## config.mk

```make
export PLATFORM = sky130hd
export DESIGN_NAME = cam_capture_ctrl
export DESIGN_NICKNAME = d
export VERILOG_FILES = /design/src/rtl/cam_capture_ctrl.sv
export SDC_FILE = /design/constraint.sdc
export NUM_CORES = 1
export LEC_CHECK = 0
export CORE_UTILIZATION = 25
export DETAILED_ROUTE_END_ITERATION = 10
export GPL_ROUTABILITY_DRIVEN = 0
export PLACE_DENSITY = 0.54
export SKIP_LAST_GASP = 1
export SLEW_MARGIN = 20
export SYNTH_ARGS = -nofsm -noshare
export SYNTH_HDL_FRONTEND = slang
export SYNTH_SLANG_ARGS = --single-unit
```

## constraint.sdc

```tcl
create_clock -name CLK -period 3.4 [get_ports CLK]
set_input_delay 0.68 -clock CLK [delete_from_list [all_inputs] [get_ports CLK]]
set_output_delay 0.68 -clock CLK [all_outputs]
set_load 0.05 [all_outputs]
```

## src/rtl/cam_capture_ctrl.sv

```systemverilog
// OV7670 capture sequencer: synchronizes the camera bus, packs RGB565 byte pairs into RGB332
// and writes the 176x144 frame buffer. Optional test pattern source: define TEST_PATTERN_EN.
module cam_capture_ctrl #(
  parameter int SCREEN_WIDTH  = 176,
  parameter int SCREEN_HEIGHT = 144,
  parameter int ADDR_W        = 15
) (
  input  logic              CLK,
  input  logic              RESET_N,
  input  logic              CAM_PCLK,
  input  logic              CAM_HREF,
  input  logic              CAM_VSYNC,
  input  logic [7:0]        CAM_DATA,
  input  logic              START,
  input  logic              CONTINUOUS,
  input  logic              TEST_MODE,
  output logic [ADDR_W-1:0] W_ADDR,
  output logic [7:0]        W_DATA,
  output logic              W_EN,
  output logic              BUSY,
  output logic              FRAME_DONE,
  output logic              LINE_ERR
);

  localparam int XW = $clog2(SCREEN_WIDTH + 1);
  localparam int YW = $clog2(SCREEN_HEIGHT + 1);
  localparam logic [XW-1:0] LP_X_MAX = XW'(SCREEN_WIDTH);
  localparam logic [YW-1:0] LP_Y_MAX = YW'(SCREEN_HEIGHT);

  typedef enum logic [1:0] {
    S_IDLE = 2'd0,
    S_WAIT = 2'd1,
    S_CAPT = 2'd2,
    S_DONE = 2'd3
  } state_t;

  state_t            r_state, w_state_nxt;
  logic              r_pclk_s1, r_pclk_s2, r_pclk_s3;
  logic              r_href_s1, r_href_s2, r_href_d;
  logic              r_vsync_s1, r_vsync_s2, r_vsync_d;
  logic [7:0]        r_data_s1, r_data_s2;
  logic [XW-1:0]     r_x, w_x_nxt;
  logic [YW-1:0]     r_y, w_y_nxt;
  logic              r_phase, w_phase_nxt;
  logic [7:0]        r_byte_a, w_byte_a_nxt;
  logic [ADDR_W-1:0] r_w_addr, w_waddr_nxt, w_addr_calc;
  logic [7:0]        r_w_data, w_wdata_nxt, w_pixel;
  logic              r_w_en, w_wen_nxt;
  logic              r_busy, w_busy_nxt;
  logic              r_frame_done, w_done_nxt;
  logic              r_line_err, w_lerr_nxt;
  logic              w_pclk_rise, w_href_fall, w_vsync_fall, w_vsync_rise, w_byte_valid;

  function automatic logic [7:0] f_rgb565_to_332(input logic [7:0] a, input logic [7:0] b);
    return {a[7:5], a[2:0], b[4:3]};
  endfunction

  assign w_pclk_rise  = r_pclk_s2 & ~r_pclk_s3;
  assign w_href_fall  = r_href_d & ~r_href_s2;
  assign w_vsync_fall = r_vsync_d & ~r_vsync_s2;
  assign w_vsync_rise = ~r_vsync_d & r_vsync_s2;
  // A byte clocked together with the HREF fall still belongs to the ending line.
  assign w_byte_valid = w_pclk_rise & (r_href_s2 | w_href_fall);
  assign w_addr_calc  = ADDR_W'(r_y) * ADDR_W'(SCREEN_WIDTH) + ADDR_W'(r_x);

`ifdef TEST_PATTERN_EN
  always_comb begin
    if (TEST_MODE) begin
      if ((32'(r_x) >= 32'd80 && 32'(r_x) <= 32'd96) || (32'(r_y) >= 32'd64 && 32'(r_y) <= 32'd80)) begin
        w_pixel = 8'b111_000_00;
      end else begin
        w_pixel = 8'b111_111_11;
      end
    end else begin
      w_pixel = f_rgb565_to_332(r_byte_a, r_data_s2);
    end
  end
`else
  logic w_unused_test_mode;
  assign w_unused_test_mode = TEST_MODE;
  assign w_pixel = f_rgb565_to_332(r_byte_a, r_data_s2);
`endif

  // Frame sequencing: next state.
  always_comb begin
    w_state_nxt = r_state;
    case (r_state)
      S_IDLE:  w_state_nxt = START ? S_WAIT : S_IDLE;
      S_WAIT:  w_state_nxt = w_vsync_fall ? S_CAPT : S_WAIT;
      S_CAPT:  w_state_nxt = w_vsync_rise ? S_DONE : S_CAPT;
      S_DONE:  w_state_nxt = CONTINUOUS ? S_WAIT : S_IDLE;
      default: w_state_nxt = S_IDLE;
    endcase
  end

  // Status outputs decoded from the upcoming state so the flops line up with it.
  always_comb begin
    w_busy_nxt = 1'b0;
    w_done_nxt = 1'b0;
    case (w_state_nxt)
      S_IDLE:  begin w_busy_nxt = 1'b0; w_done_nxt = 1'b0; end
      S_WAIT:  begin w_busy_nxt = 1'b1; w_done_nxt = 1'b0; end
      S_CAPT:  begin w_busy_nxt = 1'b1; w_done_nxt = 1'b0; end
      S_DONE:  begin w_busy_nxt = 1'b1; w_done_nxt = 1'b1; end
      default: begin w_busy_nxt = 1'b0; w_done_nxt = 1'b0; end
    endcase
  end

  // Pixel assembly and line bookkeeping; byte handling first, then line-end rules.
  always_comb begin
    w_x_nxt      = r_x;
    w_y_nxt      = r_y;
    w_phase_nxt  = r_phase;
    w_byte_a_nxt = r_byte_a;
    w_wen_nxt    = 1'b0;
    w_wdata_nxt  = r_w_data;
    w_waddr_nxt  = r_w_addr;
    w_lerr_nxt   = r_line_err;
    case (r_state)
      S_IDLE: begin
        if (START) begin
          w_lerr_nxt = 1'b0;
        end else begin
          w_lerr_nxt = r_line_err;
        end
      end
      S_WAIT: begin
        if (w_vsync_fall) begin
          w_x_nxt     = {XW{1'b0}};
          w_y_nxt     = {YW{1'b0}};
          w_phase_nxt = 1'b0;
        end else begin
          w_phase_nxt = r_phase;
        end
      end
      S_CAPT: begin
        if (w_byte_valid) begin
          if (!r_phase) begin
            w_byte_a_nxt = r_data_s2;
            w_phase_nxt  = 1'b1;
          end else begin
            w_phase_nxt = 1'b0;
            if (r_x < LP_X_MAX && r_y < LP_Y_MAX) begin
              w_wen_nxt   = 1'b1;
              w_wdata_nxt = w_pixel;
              w_waddr_nxt = w_addr_calc;
            end else begin
              w_wen_nxt = 1'b0;
            end
            if (r_x < LP_X_MAX) begin
              w_x_nxt = r_x + XW'(1'b1);
            end else begin
              w_x_nxt = r_x;
            end
          end
        end else begin
          w_wen_nxt = 1'b0;
        end
        if (w_href_fall) begin
          if (w_phase_nxt) begin
            w_lerr_nxt = 1'b1;
          end else begin
            w_lerr_nxt = r_line_err;
          end
          if (w_x_nxt != {XW{1'b0}} && r_y < LP_Y_MAX) begin
            w_y_nxt = r_y + YW'(1'b1);
          end else begin
            w_y_nxt = r_y;
          end
          w_x_nxt     = {XW{1'b0}};
          w_phase_nxt = 1'b0;
        end else begin
          w_lerr_nxt = r_line_err;
        end
      end
      default: w_wen_nxt = 1'b0;
    endcase
  end

  // All state, including the input synchronizers, with synchronous active-low reset.
  always_ff @(posedge CLK) begin
    if (!RESET_N) begin
      r_state      <= S_IDLE;
      {r_pclk_s1, r_pclk_s2, r_pclk_s3}   <= 3'b000;
      {r_href_s1, r_href_s2, r_href_d}    <= 3'b000;
      {r_vsync_s1, r_vsync_s2, r_vsync_d} <= 3'b000;
      r_data_s1    <= 8'd0;
      r_data_s2    <= 8'd0;
      r_x          <= {XW{1'b0}};
      r_y          <= {YW{1'b0}};
      r_phase      <= 1'b0;
      r_byte_a     <= 8'd0;
      r_w_addr     <= {ADDR_W{1'b0}};
      r_w_data     <= 8'd0;
      r_w_en       <= 1'b0;
      r_busy       <= 1'b0;
      r_frame_done <= 1'b0;
      r_line_err   <= 1'b0;
    end else begin
      r_state      <= w_state_nxt;
      {r_pclk_s1, r_pclk_s2, r_pclk_s3}   <= {CAM_PCLK, r_pclk_s1, r_pclk_s2};
      {r_href_s1, r_href_s2, r_href_d}    <= {CAM_HREF, r_href_s1, r_href_s2};
      {r_vsync_s1, r_vsync_s2, r_vsync_d} <= {CAM_VSYNC, r_vsync_s1, r_vsync_s2};
      r_data_s1    <= CAM_DATA;
      r_data_s2    <= r_data_s1;
      r_x          <= w_x_nxt;
      r_y          <= w_y_nxt;
      r_phase      <= w_phase_nxt;
      r_byte_a     <= w_byte_a_nxt;
      r_w_addr     <= w_waddr_nxt;
      r_w_data     <= w_wdata_nxt;
      r_w_en       <= w_wen_nxt;
      r_busy       <= w_busy_nxt;
      r_frame_done <= w_done_nxt;
      r_line_err   <= w_lerr_nxt;
    end
  end

  assign W_ADDR     = r_w_addr;
  assign W_DATA     = r_w_data;
  assign W_EN       = r_w_en;
  assign BUSY       = r_busy;
  assign FRAME_DONE = r_frame_done;
  assign LINE_ERR   = r_line_err;

endmodule

```

### Yosys cells after proc, flatten, opt, wreduce, memory -nomap -nowiden

Cells that the tools add are included.

| storage, ports and cells | value |
|---|---|
| register bits after elaboration | 79 |
| input port bits | 16 |
| output and inout port bits | 27 |
| word-level logic and storage cells | 93 |

| cells by class | value |
|---|---|
| add/sub/neg operators | 3 |
| multipliers | 1 |
| $lt $le $gt $ge | 2 |
| equality and inequality tests | 11 |
| mux-type cells | 28 |
| bitwise logic cells | 11 |
| reduce and logical (&&, ||, !) cells | 15 |

Operator list:

| operator | count |
|---|---|
| $mux 8 | 8 |
| $pmux 8 s2 | 2 |
| $add 8x1->8 const B | 2 |
| $lt 8x8->1 const B | 2 |
| $reduce_and 4->1 | 4 |
| $add 15x8->15 | 1 |
| $mux 1 | 12 |
| $mul 8x4->11 const B | 1 |
| $eq 2x2->1 const B | 4 |
| $ne 2x2->1 const B | 4 |
| $pmux 1 s2 | 4 |
| $pmux 2 s4 | 1 |
| $reduce_bool 8->1 | 1 |
| $reduce_or 3->1 | 2 |
| $and 1x1->1 | 5 |
| $not 1->1 | 5 |
| $eq 2x1->1 const B | 2 |
| $logic_not 2->1 | 2 |
| $reduce_bool 2->1 | 2 |
| $reduce_and 3->1 | 1 |
| $logic_and 1x1->1 | 2 |
| $mux 2 | 1 |
| $ne 2x1->1 const B | 1 |
| $reduce_and 2->1 | 1 |
| $or 1x1->1 | 1 |

### Longest topological paths before layout

Gate-level depths: netlist of run 1.

| logic depth | value |
|---|---|
| word-level depth | 11 |
| mapped depth | 13 |
| gate-level depth less buffers | 13 |

### Worst setup path before layout of run 1

OpenSTA, ideal clock, no wires.

| timing | value |
|---|---|
| kind | reg2reg |
| start point | register r_y[3] |
| end point | register r_w_addr[14] (netlist: W_ADDR[14]) |
| setup time | 0.133 ns |
| data arrival time | 2.874 ns |
| data required time | 3.267 ns |
| setup slack | 0.394 ns |
| stages on the path, launching flop included | 11 |
| path buffers | 0 |
| period minus slack after synthesis | 3.006 ns |
| cells stage by stage | dfxtp_1 > ha_1 > fa_1 > ha_1 > nor2b_1 > o2111a_1 > a2111oi_0 > xnor2_1 > nand3_1 > xnor2_1 > a21oi_1 |

| between the ends | value |
|---|---|
| longest elaborated chain between the ends | 3 |
| elaborated cells between the ends (all ways) | 5 |
| those cells by class | add/sub: 1; mul: 1; order compare: 1; reduce/logical: 2 |

RTL lines:

| element | RTL line | RTL |
|---|---|---|
| start: declaration | 43 | `logic [YW-1:0] r_y, w_y_nxt;` |
| start signal: assignment | 190 | `r_y <= {YW{1'b0}};` |
| start signal: assignment | 207 | `r_y <= w_y_nxt;` |
| parallel branches: the longest is 3 deep, another holds $add 15x8->15 | - |  |
| end signal: assignment | 193 | `r_w_addr <= {ADDR_W{1'b0}};` |
| end signal: assignment | 210 | `r_w_addr <= w_waddr_nxt;` |
| end: declaration | 46 | `logic [ADDR_W-1:0] r_w_addr, w_waddr_nxt, w_addr_calc;` |

Parallel ways; which one is timed is not known.
A chain may end at the register's enable or synchronous reset.

### Worst setup path after layout of run 1

| timing | value |
|---|---|
| start point | register r_y[0] |
| end point | register r_w_addr[14] (netlist: W_ADDR[14]) |

Same word-level chain as after synthesis.

==> results of run 1 <==
==> registers in the layout, summed over array words and instances (netlist names), 2 cells and up <==
signal     cells
W_ADDR        15
W_DATA         8
r_data_s1      8
r_data_s2      8
r_x            8
r_y            8
r_byte_a       6
r_state        2
==> cells in the final DEF, fill, tap and decap left out, drive strengths merged, types with 2 or more instances in the layout <==
master and instances:
dfxtp 77, nand3 16, o31ai 2, buf 12
xnor2 12, nor3 4, nand2 48, inv 34
a21o 4, a2111oi 2, a211o 3, clkdlybuf4s50 41
o22ai 2, xor2 5, o2bb2ai 2, and2 26
o21a 2, a211oi 4, or3 5, nor2 34
fa 6, and3 3, o21ai 17, a21oi 41
nand4 3, nor2b 4, clkinvlp 2, nor4 6
nand2b 6, mux2i 7, ha 24, clkbuf 9
or2 4, a311oi 3, or4 2, o211ai 4
==> cell families (layout without fill, tap and decap cells) <==
family,count (synthesis),count (layout)
buffers and inverters,47,99
adder cells (fa/ha/maj),30,30
flip-flops,77,77
AO/OA/AOI/OAI,96,96
AND/OR/NAND/NOR,167,167
multiplexers,7,7
XOR/XNOR,17,17
==> power by group <==
group	switching (mW)	leakage (nW)	internal, mW
Combinational	0.0301	1.10	0.0280
Sequential	0.00600	0.626	0.917
Clock	0.419	0.136	0.511
Total	0.455	1.86	1.46
==> worst paths after layout <==
path                             start                       to  slack (ns)  cells after the start
setup reg to reg   r_y[0]$_SDFFE_PN0P_  W_ADDR[14]$_SDFFE_PN0P_        0.24                     14
hold reg to reg   r_pclk_s1$_SDFF_PN0_     r_pclk_s2$_SDFF_PN0_        0.43                      1
setup / recovery   r_y[0]$_SDFFE_PN0P_  W_ADDR[14]$_SDFFE_PN0P_        0.24                     14
hold / removal    r_pclk_s1$_SDFF_PN0_     r_pclk_s2$_SDFF_PN0_        0.43                      1
==> metrics by stage <==
stage	setup slack [ns]	instance area, sq um	instances
2_1_floorplan	0.394	3820	441
3_3_place_gp	0.276	4490	661
3_5_place_dp	0.255	4490	661
4_1_cts	0.241	4780	677
5_1_grt	0.00526	4780	677
6_report	0.237	4780	677
==> layer usage <==
layer	global-route usage (%)	vias up	wire length, um
li1	-	1622	-
met1	15.0	1414	4170
met2	17.1	62	3680
met3	1.74	18	287
met5	0	-	0
met4	7.46	0	281
==> area by class of cell <==
cell class	count	area share, %
flip-flops and latches	77	32.3
repair buffers	53	10.5
inverters	30	2.36
clock buffers	9	4.71
clock inverters	7	1.34
multi-input cells	317	44.0
well taps	184	4.82
==> worst reg2reg max path, stage by stage (launching register included) <==
cell,delay (ns)
dfxtp_1,0.40
ha_1,0.26
ha_1,0.30
inv_1,0.06
fa_1,0.53
inv_1,0.04
ha_1,0.33
nand3_1,0.11
nand2_1,0.07
nand2_1,0.08
nor4_1,0.33
buf_4,0.18
nand3_1,0.09
xnor2_1,0.17
a21oi_1,0.08
==> impl_metrics.py, run 1 <==
metrics = {
    "clock_network": {
        "cts-resized-gates": 0,
        "clk_latency_ns": 0.34,
        "path_clk_slew_ns": 0.06,
        "cts_sinks": 77,
        "cts_tree": "done",
        "cts_root_buf": "clkbuf_16",
        "cts_max_path_buffers": 2,
        "cts_hold_buf": 0,
        "post-cts-setup-buffer-count": 0,
        "htree_levels": 3,
        "cts_made_buffers": 9,
    },
    "critical_path": {
        "crit_required_ns": 3.63,
        "cp_max_fo": 5,
        "critPathBufInv": 3,
        "path_cells": "ha_1, ha_1, inv_1, fa_1, inv_1, ha_1, nand3_1, nand2_1, nand2_1, nor4_1, buf_4, nand3_1, xnor2_1, a21oi_1",
        "cp_slowest_cell": "fa_1",
        "worst_ep_arrival_time_ns": 3.39,
        "endpoint_kind": "register",
        "crit_top_cell": "ha_1",
        "cpPeakStageDelay_ns": 0.53,
        "startpoint_type": "register",
        "crit_family": "adder cells",
        "timing_worst_setup_path_type": "register to register",
    },
    "detailed_routing": {
        "drc": 1,
        "viasPerCell": 4.60,
        "detail_route.wl_per_cell_um": 12.4,
        "dr_total_vias": 3116,
        "drt_wl_total_um": 8410,
        "antenna_left": 0,
        "drt_iter0_markers": 192,
        "firstDrtPassIters": 7,
    },
    "timing": {
        "min_period_over_period_pct": 93.0,
        "setup_violations": 0,
        "drv_slew": 0,
        "tightest_slew_ns": 0.659,
        "slew_headroom_pct": 56.1,
        "fin_worst_skew_ns": 0.00538,
        "tns_ns": 0,
        "period_minus_slack_ns": 3.16,
        "hold_viol": 0,
        "fmax_ghz": 0.316,
        "whs_ns": 0.432,
        "rsz0062_at_grt": "no",
    },
    "grt": {
        "antenna_found_initial": 0,
        "grt_max_degree": 40,
        "grt_pass1_vias": 2938,
        "grt_usage_pct": 11.3,
        "overflow": 0,
        "grt_pass1_wl_um": 14300,
    },
    "logic_synthesis": {
        "synth-simple-area-share_pct": 21.9,
        "yosys.area.top_type": "dfxtp_1",
        "synthXorXnorAreaFrac_pct": 3.89,
        "synth_fa_ha_area_share_pct": 11.0,
        "synth_compound_area_share_pct": 16.4,
        "ys_warn_count": 0,
        "synth_most_common_cell": "dfxtp_1",
        "synth.area.top_cells": "dfxtp_1 (40%), ha_1 (7.9%), a21oi_1 (5.4%), nand2_1 (4.7%), and2_1 (4.3%)",
        "ys_ff_latch": 77,
        "synth_top_area_share_pct": 40.3,
        "synth_ff_type": "dfxtp_1",
        "syn_nets": 487,
        "syn_avg_cell_area_sq_um": 8.67,
        "synth.area.mux_share_pct": 1.83,
        "yosysSeqAreaShare_pct": 40.3,
        "synth_top_family_by_area": "simple AND/OR/NAND/NOR gates",
        "synth_cell_type_count": 54,
        "async_flop_share_pct": 0,
        "synth_area_sq_mm": 0.00382,
        "ys_top_cells_by_count": "dfxtp_1 (77), nand2_1 (48), a21oi_1 (41)",
        "synth_cells": 441,
        "synth_edf_count": 0,
    },
    "final_layout": {
        "regArea_sq_mm": 0.00154,
        "drive_gt1_share_pct": 7.30,
        "area_growth_pct": 24.9,
        "final_core_util_pct": 32.4,
        "multi_input_area_sq_mm": 0.00210,
        "antenna_cells": 0,
        "nFillCells": 1537,
        "nNetsFinal": 534,
    },
    "run_status": {
        "status": "finished with violations",
        "violations": "design-rule violations",
    },
    "floorplanning": {
        "ioPinCount": 43,
        "fp.dieW_um": 126,
        "die_h_um": 126,
        "row_count": 44,
        "start_util_pct": 25.9,
        "core_sq_mm": 0.0148,
        "die_area_sq_mm": 0.0158,
    },
    "placement": {
        "hpwl_um": 6100,
        "port_buffers": 41,
    },
    "run": {
        "cap_violations": 0,
    },
    "power": {
        "power.leakage_nw": 1.86,
        "vdd_drop_max_mv": 0.198,
        "p_per_area_mw_per_mm2": 400,
        "finalPower_mw": 1.91,
    },
    "hold_path": {
        "hold_class": "register to register",
    },
}
(Power assumes the default switching activity.)
==> run 2: changes to the inputs <==
--- a/config.mk
+++ b/config.mk
@@ -5,6 +5,7 @@
 export SDC_FILE = /design/constraint.sdc
 export NUM_CORES = 1
 export LEC_CHECK = 0
+export CORE_MARGIN = 4
 export CORE_UTILIZATION = 25
 export DETAILED_ROUTE_END_ITERATION = 10
 export GPL_ROUTABILITY_DRIVEN = 0
==> impl_metrics.py, run 2 (synthesis gave the netlist of run 1 again) <==
metrics = {
    "timing": {
        "tns_ns": 0,
        "whs_ns": 0.432,
        "fmax_ghz": 0.315,
        "tightest_slew_ns": 0.638,
        "fin_worst_skew_ns": 0.00810,
        "slew_headroom_pct": 57.4,
        "setup_violations": 0,
        "rsz0062_at_grt": "no",
        "hold_viol": 0,
        "min_period_over_period_pct": 93.3,
        "period_minus_slack_ns": 3.17,
        "drv_slew": 0,
    },
    "grt": {
        "grt_pass1_vias": 3157,
        "overflow": 0,
        "grt_usage_pct": 10.4,
        "grt_pass1_wl_um": 14900,
        "grt_max_degree": 40,
        "antenna_found_initial": 0,
    },
    "clock_network": {
        "htree_levels": 3,
        "path_clk_slew_ns": 0.07,
        "cts_hold_buf": 0,
        "post-cts-setup-buffer-count": 0,
        "cts_sinks": 77,
        "cts_tree": "done",
        "cts_root_buf": "clkbuf_16",
        "clk_latency_ns": 0.35,
        "cts-resized-gates": 0,
        "cts_made_buffers": 9,
        "cts_max_path_buffers": 2,
    },
    "final_layout": {
        "antenna_cells": 0,
        "final_cell_mix": "dfxtp_1 (77), nand2_1 (48), a21oi_1 (41), clkdlybuf4s50_1 (41), nor2_1 (33)",
        "nNetsFinal": 533,
        "largest_reg_flops": 15,
        "drive_gt1_share_pct": 7.32,
        "area_growth_pct": 24.9,
        "layout_commonest_cell": "dfxtp_1",
    },
    "critical_path": {
        "crit_family": "adder cells",
        "cp_slowest_cell": "fa_1",
        "cpPeakStageDelay_ns": 0.49,
        "crit_required_ns": 3.63,
        "reg2reg_slack_ns": 0.23,
        "r2r_end": "W_ADDR[13]$_SDFFE_PN0P_",
        "timing_worst_setup_path_type": "register to register",
        "worst_ep_arrival_time_ns": 3.40,
        "path_cells": "buf_4, ha_1, inv_1, fa_1, inv_1, ha_1, or2_2, o22ai_1, xnor2_1, nor4_1, buf_4, nand3_1, xor2_1, a21oi_1",
        "r2r_start": "r_y[2]$_SDFFE_PN0P_",
        "cp_max_fo": 5,
        "critPathBufInv": 4,
        "endpoint_kind": "register",
        "startpoint_type": "register",
        "rr_worst_depth": 14,
    },
    "floorplanning": {
        "ioPinCount": 43,
        "die_h_um": 132,
        "die_area_sq_mm": 0.0173,
        "fp.dieW_um": 132,
        "start_util_pct": 25.9,
        "core_sq_mm": 0.0148,
        "row_count": 44,
    },
    "hold_path": {
        "hp-start": "r_data_s1[0]$_SDFF_PN0_",
        "hold_class": "register to register",
        "min_path_cells": 1,
        "holdPathEnd": "r_data_s2[0]$_SDFF_PN0_",
    },
    "power": {
        "vdd_drop_max_mv": 0.246,
        "finalPower_mw": 1.92,
        "power.leakage_nw": 1.86,
        "p_per_area_mw_per_mm2": 402,
    },
    "detailed_routing": {
        "firstDrtPassIters": 4,
        "dr_total_vias": 3177,
        "drc": 0,
        "antenna_left": 0,
        "detail_route.wl_per_cell_um": 13.0,
        "viasPerCell": 4.70,
        "drt_iter0_markers": 148,
        "drt_wl_total_um": 8770,
    },
    "run": {
        "cap_violations": 0,
    },
    "placement": {
        "hpwl_um": 6210,
        "port_buffers": 41,
    },
    "run_status": {
        "status": "completed",
    },
}
run 2: changes by cell type in the layout (fill, tap and decap cells not counted), sizes merged:
cell | before | now
buf | 12 | 11
run 2: report_power, final:
part	internal [mW]	switching, mW	leakage (nW)
Combinational	0.0280	0.0305	1.09
Sequential	0.917	0.00584	0.626
Clock	0.511	0.430	0.136
run 2: layer usage:
metal,vias up,track usage (%),wire length (um)
li1,1625,-,-
met5,-,0,0
met2,62,16.9,4050
met4,0,4.32,163
met1,1479,13.2,4260
met3,11,2.41,291
run 2: through the flow:
| step | cells | setup WS [ns] | utilization (%) | area [sq um] |
|---|---|---|---|---|
| 2_1_floorplan | 441 | 0.394 | - | 3820 |
| 3_3_place_gp | 660 | 0.260 | 30.4 | 4480 |
| 3_5_place_dp | 660 | 0.0909 | 30.4 | 4480 |
| 4_1_cts | 676 | 0.0766 | 32.3 | 4770 |
| 5_1_grt | 676 | 0.0158 | 32.4 | 4780 |
| 6_report | 676 | 0.228 | 32.4 | 4780 |
run 2: worst max path at each step:
| stage | cells after the start | to | from |
|---|---|---|---|
| after floorplan | 10 | W_ADDR[14]$_SDFFE_PN0P_ | r_y[3]$_SDFFE_PN0P_ |
| after global placement | 14 | W_ADDR[14]$_SDFFE_PN0P_ | r_y[0]$_SDFFE_PN0P_ |
| after detailed placement | 11 | W_ADDR[13]$_SDFFE_PN0P_ | r_y[4]$_SDFFE_PN0P_ |
| after CTS | 11 | W_ADDR[13]$_SDFFE_PN0P_ | r_y[4]$_SDFFE_PN0P_ |
| after global routing | 15 | W_ADDR[14]$_SDFFE_PN0P_ | r_y[0]$_SDFFE_PN0P_ |
| final | 14 | W_ADDR[13]$_SDFFE_PN0P_ | r_y[2]$_SDFFE_PN0P_ |
run 2: final cells by class:
class | count | area, sq um
tap | 184 | 230
clock inverter | 7 | 63.8
inverter | 30 | 113
fill | 1576 | 9980
timing repair buffer | 52 | 493
clock buffer | 9 | 225
sequential | 77 | 1540
multi-input combinational | 317 | 2110
==> run 3: changes to the inputs <==
--- a/config.mk
+++ b/config.mk
@@ -5,10 +5,10 @@
 export SDC_FILE = /design/constraint.sdc
 export NUM_CORES = 1
 export LEC_CHECK = 0
-export CORE_MARGIN = 4
 export CORE_UTILIZATION = 25
 export DETAILED_ROUTE_END_ITERATION = 10
 export GPL_ROUTABILITY_DRIVEN = 0
+export GPL_TIMING_DRIVEN = 0
 export PLACE_DENSITY = 0.54
 export SKIP_LAST_GASP = 1
 export SLEW_MARGIN = 20
==> constraint.sdc (replaced) <==
create_clock -name CLK -period 3.7 [get_ports CLK]
set_input_delay 0.74 -clock CLK [delete_from_list [all_inputs] [get_ports CLK]]
set_output_delay 0.74 -clock CLK [all_outputs]
set_load 0.05 [all_outputs]
==> impl_metrics.py, run 3 (synthesis gave the netlist of run 1 again) <==
metrics = {
    "run_status": {
        "status": "finished with violations",
        "violations": "design-rule violations",
    },
    "floorplanning": {
        "ioPinCount": 43,
        "die_h_um": 126,
        "start_util_pct": 25.9,
        "fp.dieW_um": 126,
        "die_area_sq_mm": 0.0158,
        "row_count": 44,
        "core_sq_mm": 0.0148,
    },
    "clock_network": {
        "cts_root_buf": "clkbuf_16",
        "path_clk_slew_ns": 0.06,
        "cts_tree": "done",
        "clk_latency_ns": 0.34,
        "cts_max_path_buffers": 2,
        "htree_levels": 3,
        "cts_hold_buf": 0,
        "cts_made_buffers": 9,
        "cts-resized-gates": 0,
        "cts_sinks": 77,
        "post-cts-setup-buffer-count": 0,
    },
    "critical_path": {
        "cp_max_fo": 7,
        "endpoint_kind": "register",
        "cp_slowest_cell": "fa_1",
        "startpoint_type": "register",
        "crit_required_ns": 3.89,
        "path_cells": "ha_1, ha_1, inv_1, fa_1, inv_1, ha_1, nand3_1, nand2_1, nand2_1, nor4_1, nand3_1, xnor2_1, a21oi_1",
        "crit_top_cell": "ha_1",
        "rr_worst_depth": 13,
        "worst_ep_arrival_time_ns": 3.66,
        "timing_worst_setup_path_type": "register to register",
        "reg2reg_slack_ns": 0.23,
        "crit_family": "adder cells",
        "r2r_start": "r_y[0]$_SDFFE_PN0P_",
        "r2r_end": "W_ADDR[14]$_SDFFE_PN0P_",
        "cpPeakStageDelay_ns": 0.53,
        "critPathBufInv": 2,
    },
    "detailed_routing": {
        "dr_total_vias": 3196,
        "detail_route.wl_per_cell_um": 13.3,
        "viasPerCell": 4.69,
        "firstDrtPassIters": 7,
        "drc": 1,
        "drt_wl_total_um": 9050,
        "antenna_left": 0,
        "drt_iter0_markers": 158,
    },
    "timing": {
        "rsz0062_at_grt": "no",
        "fin_worst_skew_ns": 0.00448,
        "whs_ns": 0.431,
        "hold_viol": 0,
        "min_period_over_period_pct": 93.7,
        "drv_slew": 0,
        "tightest_slew_ns": 0.843,
        "slew_headroom_pct": 43.3,
        "tns_ns": 0,
        "setup_violations": 0,
        "fmax_ghz": 0.288,
        "period_minus_slack_ns": 3.47,
    },
    "power": {
        "p_per_area_mw_per_mm2": 380,
        "finalPower_mw": 1.82,
        "vdd_drop_max_mv": 0.222,
        "power.leakage_nw": 1.84,
    },
    "placement": {
        "port_buffers": 41,
        "place_area_sq_mm": 0.00447,
        "hpwl_um": 6770,
    },
    "run": {
        "cap_violations": 0,
    },
    "final_layout": {
        "nFillCells": 1567,
        "final_cell_mix": "dfxtp_1 (77), nand2_1 (48), a21oi_1 (41), clkdlybuf4s50_1 (41), nor2_1 (33)",
        "layout_commonest_cell": "dfxtp_1",
        "fin_area_sq_mm": 0.00478,
        "drive_gt1_share_pct": 5.42,
        "largest_reg_flops": 15,
        "final_core_util_pct": 32.4,
        "nNetsFinal": 539,
        "area_growth_pct": 24.9,
        "antenna_cells": 0,
    },
    "hold_path": {
        "hold_class": "register to register",
        "hp-start": "r_data_s1[0]$_SDFF_PN0_",
        "min_path_cells": 1,
        "holdPathEnd": "r_data_s2[0]$_SDFF_PN0_",
    },
    "grt": {
        "grt_max_degree": 16,
        "grt_pass1_wl_um": 14900,
        "grt_usage_pct": 12.0,
        "antenna_found_initial": 0,
        "overflow": 0,
        "grt_pass1_vias": 3111,
    },
}
-- run 3: changes by cell type in the layout (fill, tap and decap cells not counted), sizes merged --
cell and delta:
bufinv +1, inv -1, clkbuf +14, clkinv +2, buf -8, clkinvlp -2
-- run 3: area by class of cell --
class	count	area (sq um)	area share (%)
multi-input combinational	317	2110	44.2
sequential	77	1540	32.3
timing repair buffer	41	410	8.59
tap	184	230	4.82
clock buffer	9	225	4.71
inverter	30	113	2.36
clock inverter	7	81.3	1.70
buffer	17	66.3	1.39
-- run 3: how the worst max path moves through the flow --
stage,start,to,slack (ns),cells after the start
after detailed placement,r_y[0]$_SDFFE_PN0P_,W_ADDR[14]$_SDFFE_PN0P_,0.27,13
after global placement,r_y[0]$_SDFFE_PN0P_,W_ADDR[14]$_SDFFE_PN0P_,0.33,13
final,r_y[0]$_SDFFE_PN0P_,W_ADDR[14]$_SDFFE_PN0P_,0.23,13
after floorplan,r_y[3]$_SDFFE_PN0P_,W_ADDR[14]$_SDFFE_PN0P_,0.69,10
after CTS,r_y[0]$_SDFFE_PN0P_,W_ADDR[14]$_SDFFE_PN0P_,0.24,13
after global routing,r_y[0]$_SDFFE_PN0P_,W_ADDR[14]$_SDFFE_PN0P_,0.06,13
-- run 3: power breakdown --
| part | switching, mW | internal, mW | total (mW) |
|---|---|---|---|
| Combinational | 0.0303 | 0.0259 | 0.0563 |
| Clock | 0.377 | 0.533 | 0.910 |
| Sequential | 0.00587 | 0.843 | 0.849 |
| Total | 0.413 | 1.40 | 1.82 |
-- run 3: worst reg2reg max path, cell delays in order, from the launching register on --
cell,delay [ns]
dfxtp_1,0.47
ha_1,0.29
ha_1,0.30
inv_1,0.06
fa_1,0.53
inv_1,0.04
ha_1,0.34
nand3_1,0.12
nand2_1,0.09
nand2_1,0.09
nor4_1,0.53
nand3_1,0.18
xnor2_1,0.19
a21oi_1,0.09
-- run 3: per-stage QoR --
stage,worst slack (ns),std cells
6_report,0.233,682
5_1_grt,0.0557,682
4_1_cts,0.238,682
3_5_place_dp,0.275,666
3_3_place_gp,0.329,666
2_1_floorplan,0.694,441
-- run 3: per-layer routing --
metal  share of wire, %  wire [um]  vias up  GRT usage [%]
met3                2.9        264       11           1.87
met1                 47       4290     1497           14.5
li1                   -          -     1633              -
met4                1.8        164        0           5.52
met2                 48       4340       55           20.9
met5                  0          0        -              0
